<file path="src/rtl/led_fader.sv">
// Soft-fade PWM stage: each LED channel ramps an 8-bit brightness toward its
// on/off target and is driven by comparing that level with a free-running PWM counter.
module led_fader #(
  parameter logic [31:0] STEP_DIV = 32'd46875,
  parameter int          N_LED    = 8
) (
  input  logic             clk,
  input  logic             rst_n,
  input  logic [N_LED-1:0] led_in,
  input  logic             enable,
  output logic [N_LED-1:0] led_out,
  output logic             busy
);

  logic [N_LED-1:0]      ledIn_q;
  logic [7:0]            pwmCnt_q, pwmCnt_d;
  logic [31:0]           stepCnt_q, stepCnt_d;
  logic [N_LED-1:0][7:0] level_q, level_d;
  logic [N_LED-1:0]      ledOut_q, ledOut_d;
  logic                  busy_q, busy_d;
  logic                  stepTick;

  assign stepTick = (stepCnt_q == STEP_DIV - 32'd1);

  // Bypass mode snaps every level to its target so re-enabling fades is glitch-free.
  always_comb begin
    pwmCnt_d  = pwmCnt_q + 8'd1;
    stepCnt_d = (!enable || stepTick) ? 32'd0 : stepCnt_q + 32'd1;
    level_d   = level_q;
    ledOut_d  = '0;
    busy_d    = 1'b0;
    for (int i = 0; i < N_LED; i++) begin
      if (!enable) begin
        level_d[i]  = ledIn_q[i] ? 8'hFF : 8'h00;
        ledOut_d[i] = ledIn_q[i];
      end else begin
        if (stepTick) begin
          if (ledIn_q[i] && (level_q[i] != 8'hFF)) begin
            level_d[i] = level_q[i] + 8'd1;
          end else if (!ledIn_q[i] && (level_q[i] != 8'h00)) begin
            level_d[i] = level_q[i] - 8'd1;
          end
        end
        ledOut_d[i] = (level_q[i] == 8'hFF) || (level_q[i] > pwmCnt_q);
      end
      if (level_q[i] != (ledIn_q[i] ? 8'hFF : 8'h00)) begin
        busy_d = 1'b1;
      end
    end
  end

  always_ff @(posedge clk) begin
    if (!rst_n) begin
      ledIn_q   <= '0;
      pwmCnt_q  <= 8'd0;
      stepCnt_q <= 32'd0;
      level_q   <= '0;
      ledOut_q  <= '0;
      busy_q    <= 1'b0;
    end else begin
      ledIn_q   <= led_in;
      pwmCnt_q  <= pwmCnt_d;
      stepCnt_q <= stepCnt_d;
      level_q   <= level_d;
      ledOut_q  <= ledOut_d;
      busy_q    <= busy_d;
    end
  end

  assign led_out = ledOut_q;
  assign busy    = busy_q;

endmodule

</file>
<file path="config.mk">
export PLATFORM = sky130hd
export DESIGN_NAME = led_fader
export DESIGN_NICKNAME = d
export VERILOG_FILES = /design/src/rtl/led_fader.sv
export SDC_FILE = /design/constraint.sdc
export NUM_CORES = 1
export LEC_CHECK = 0
export ABC_AREA = 1
export CORE_MARGIN = 5
export CORE_UTILIZATION = 32
export DETAILED_ROUTE_END_ITERATION = 8
export GPL_TIMING_DRIVEN = 0
export MAX_ROUTING_LAYER = met4
export SLEW_MARGIN = 25
export SYNTH_ARGS = -nofsm -noshare
export SYNTH_HDL_FRONTEND = slang
export SYNTH_SLANG_ARGS = --single-unit
</file>
<file path="constraint.sdc">
create_clock -name clk -period 2.1 [get_ports clk]
set_input_delay 0.315 -clock clk [delete_from_list [all_inputs] [get_ports clk]]
set_output_delay 0.315 -clock clk [all_outputs]
set_load 0.01 [all_outputs]
</file>
* Word-level counts from Yosys, hierarchy flattened *
Cells that the tools add are included.

word-level totals
  memories = 0
  output and inout port bits = 9
  latch bits = 0
  bits in writable memories = 0
  ROM bits = 0
  register bits after elaboration = 121
  bits of input ports = 11

operators by class
  reduce and logical (&&, ||, !) cells = 51
  mux-type cells = 56
  bitwise logic cells = 1
  multiply operators = 0
  shift operators = 0
  div/mod/pow operators = 0
  add/subtract/negate cells = 18
  $lt $le $gt $ge = 8
  equality and inequality tests = 34

operator list
  cell                                                                     number
  8-bit two-way mux                                                        40
  8-bit by 1-bit adder with 8-bit output, second input constant            9
  8-bit equality test, second input constant                               8
  8-bit > comparator                                                       8
  8-bit inequality test                                                    8
  8-bit inequality test, second input constant                             8
  8-bit nonzero test                                                       8
  8-bit by 1-bit subtractor with 8-bit output, second input constant       8
  32-bit by 1-bit adder with 32-bit output, second input constant          1
  32-bit by 16-bit equality test with 1-bit output, second input constant  1
  3-bit by 1-bit inequality test with 1-bit output, second input constant  8
  1-bit logical AND                                                        16
  1-bit two-way mux                                                        16
  2-bit AND reduction                                                      8
  1-bit zero test                                                          9
  1-bit logical OR                                                         9
  2-bit by 1-bit inequality test with 1-bit output, second input constant  1
  2-bit OR reduction                                                       1
  1-bit NOT                                                                1

* Logic depth before layout (Yosys ltp) *
  word-level depth = 10
  depth in mapped cells = 15
  mapped depth without buffers = 15

* Worst setup path after synthesis *
No wires, ideal clock.

  kind = reg-to-reg
  start = register level_q[9] (netlist name)
  end = register level_q[15] (netlist name)
  slack = -0.046 ns
  buffers on the path = 0
  data required time = 1.988 ns
  clock period less this slack = 2.146 ns
  arrival time = 2.034 ns
  stages on the path, launching flop included = 14
  cells stage by stage = dfxtp_1 nand2_1 nor2_1 nand2_1 nand2_1 ha_1 or2_2 and2_1 nand2_1 nand2_1 nor2_1 nor2_1 nor2_1 nor2_1

on the way
  longest elaborated chain between the ends = 5

ends and longest elaborated chain
  element                                                                                      line    source
  from (decl)                                                                                  18      logic [N_LED-1:0][7:0] level_q, level_d;
  from (signal assigned)                                                                       64      level_q <= level_d;
  8-bit by 1-bit subtractor with 8-bit output / 8-bit inequality test (equally long branches)  41, 38
  8-bit two-way mux / 1-bit logical AND (equally long branches)                                40, 38
  8-bit two-way mux                                                                            38      if (ledIn_q[i] && (level_q[i] != 8'hFF)) begin
  8-bit two-way mux                                                                            37      if (stepTick) begin
  8-bit two-way mux                                                                            33      if (!enable) begin

Several ways; a longest one is shown, not always the timed one. The select of a mux whose other input is x is not followed.
A chain may end at the register's enable or synchronous reset.

* Worst setup path after layout *
  start = register level_q[60] (netlist name)
  end = register level_q[63] (netlist name)

Same word-level chain as after synthesis.

==> impl_metrics.yaml <==
outcome:
  status: "complete, no violations"
route:
  dr.pass1.iters: 6
  met1Wirelength_um: 14000
  finalWirelength_um: 30300
  wl_met3_um: 1240
  highest_layer: "met4"
  wl_met2_um: 14400
  first_iter_violations: 728
  wl_per_cell_um: 14.1
  drc: 0
  viasPerCell: 4.94
  ant_nets: 0
  via_count: 10600
floorplan:
  start_util_pct: 32.3
  top_level_ports: 20
  core_area_sq_um: 31400
  die_x_um: 188
  fp.dieH_um: 188
  die_area_sq_um: 35300
  num_rows: 65
synthesis:
  async_reset_ff_share_pct: 0
  synth_flop_cell: "dfxtp_1"
  syn_inst: 1645
  avgSynthCellArea_sq_um: 6.16
  yosysUniqueCellTypes: 33
  synth_edf_count: 0
  syn_nets: 1787
  synth_seq_cells: 121
  syn_area_sq_um: 10100
  yosysWarnings: 0
  ys_seq_area_share_pct: 23.9
setup_path:
  startpoint_type: "flop"
  r2r_slack_ns: 0.07
  worstPathRequired_ns: 2.44
  path_max_fanout: 5
  cp.arrival_ns: 2.37
  path_class: "reg2reg"
  end_kind: "flop"
timing:
  max-slew-margin-rel_pct: 30.2
  fin_crit_sh_pct: 96.5
  tns_ns: 0
  worst_pin_slew_ns: 1.05
  maxSlewViolCount: 0
  rsz0062_at_grt: "yes"
  holdWs_ns: 0.339
  fmax_mhz: 493
  min_period_ns: 2.03
  hold_viol: 0
  finClkSkew_ns: 0.0147
  setup_viol: 0
  setup_ws_ns: 0.0726
placement:
  post-place-ws_ns: -0.385
  dp_hpwl_um: 21100
  gp_congestion: 0.892
  port_buffers: 17
  placed_cell_area_sq_um: 10800
  dp.cells: 2064
cells_and_area:
  area_growth_pct: 22.8
  final_cell_mix: "nand2_1 (527), nor2_1 (223), inv_1 (201), a21oi_1 (112), ha_1 (99)"
  nets: 1874
  drive_gt1_share_pct: 13.9
  design_area_sq_um: 12400
  final_common_cell: "nand2_1"
  instances_no_fill: 2148
power_and_ir_drop:
  p_int_w: 0.00574
  p_leak_nw: 5.86
  max-vdd-ir-drop_mv: 0.626
  combPwrFrac_pct: 31.2
  p_sw_share_pct: 34.5
  clkPwrFrac_pct: 38.0
  seq_power_share_pct: 30.8
  power.switching_w: 0.00302
  p_per_area_nw_per_um2: 704
clocking:
  clk_pin_slew_ns: 0.07
  ctsRootBufferMaster: "clkbuf_16"
  hold_buffers: 0
  clock_latency_ns: 0.44
  cts_tree: "built"
  clockBufferDepth: 2
  cts.sinks: 121
  cts_made_buffers: 17
  htree_levels: 4
flow_run:
  maxCapViolCount: 0
grt:
  grt_pass1_wl_um: 47400
  grt-ovfl-total: 0
  first_global_vias: 9581
  grt_usage_pct: 17.0
  grt_max_degree: 17
  grt_antenna_before_repair: 1
worst_hold_path:
  worstHoldPathType: "in2reg"
==> power groups by stage <==
stage	clock, W	sequential (W)	combinational (W)
final	0.00333	0.00270	0.00273
after global routing	0.00348	0.00273	0.00314
after CTS	0.00339	0.00269	0.00247
after detailed placement	0	0.00273	0.00242
after global placement	0	0.00273	0.00238
after floorplan	0	0.00267	0.00189
==> state kept, by name, indices dropped and copies added (netlist names) <==
register,count
level_q,64
stepCnt_q,32
ledIn_q,8
led_out,8
pwmCnt_q,8
busy,1
==> layer usage <==
| metal | up-vias | GRT usage (%) |
|---|---|---|
| met3 | 43 | 2.85 |
| met2 | 218 | 27.9 |
| met4 | 0 | 5.48 |
| met5 | - | - |
| li1 | 5512 | - |
| met1 | 4835 | 21.5 |
==> synth_stat cells, types with 9 or more instances <==
library cell | instances | area (sq um)
o21bai_1 | 16 | 120
dfxtp_1 | 121 | 2420
o21ai_0 | 31 | 155
nor2_1 | 233 | 875
nand2_1 | 544 | 2040
nand4_1 | 50 | 313
o21a_1 | 14 | 105
nand3_1 | 95 | 475
a21oi_1 | 121 | 606
inv_1 | 201 | 754
buf_2 | 9 | 45.0
clkbuf_1 | 11 | 41.3
nor3_1 | 23 | 115
ha_1 | 123 | 1540
==> stage by stage <==
| stage | util, % | power (W) |
|---|---|---|
| 6_report | 39.6 | 0.00876 |
| 2_1_floorplan | - | 0.00456 |
| 4_1_cts | 37.0 | 0.00855 |
| 3_5_place_dp | 34.4 | 0.00515 |
| 5_1_grt | 39.6 | 0.00935 |
| 3_3_place_gp | 34.4 | 0.00511 |
==> final cells by class <==
cell class                      count  area, sq um
Fill cell                        3291        19000
Multi-Input combinational cell   1303         7280
Sequential cell                   121         2580
Inverter                          202          758
Timing Repair Buffer               62          528
Tap cell                          402          503
Clock buffer                       18          429
Clock inverter                     14          219
Buffer                             25          145
Antenna cell                        1         2.50
==> kinds of logic after synthesis <==
| family | synth area share, % |
|---|---|
| simple gates | 39.4 |
| buf+inv | 8.92 |
| compound gates | 10.5 |
| fa+ha+maj | 16.8 |
| flops | 23.9 |
| xor+xnor | 0.519 |
==> repair_timing <==
action	4_1_cts	5_1_grt
buffers inserted	3	42
gates resized for setup	50	140
pin swaps	1	31
cloned	0	6
setup endpoints to repair	41	38
==> critical path, stage by stage (launching register included) <==
cell and delay [ns]:
dfxtp_2 0.41, nand2_1 0.07, nor2_1 0.15, nand2_2 0.13, nand2_4 0.14, ha_1 0.28
a21oi_1 0.18, nand2_1 0.08, a21oi_2 0.19, nand2_1 0.08, nand2_1 0.06, nor2_1 0.04
nor2_1 0.08, nor2_1 0.04
==> path summary, 6_finish.rpt <==
| path | cells past startpoint | end | startpoint |
|---|---|---|---|
| worst max-delay path | 13 | level_q[63] | level_q[60] |
| worst min-delay path | 3 | pwmCnt_q[3] | rst_n |
| worst max register to register | 13 | level_q[63] | level_q[60] |
| worst min register to register | 1 | stepCnt_q[0] | stepCnt_q[0] |
No activity file was read; power rests on OpenSTA's default activity.
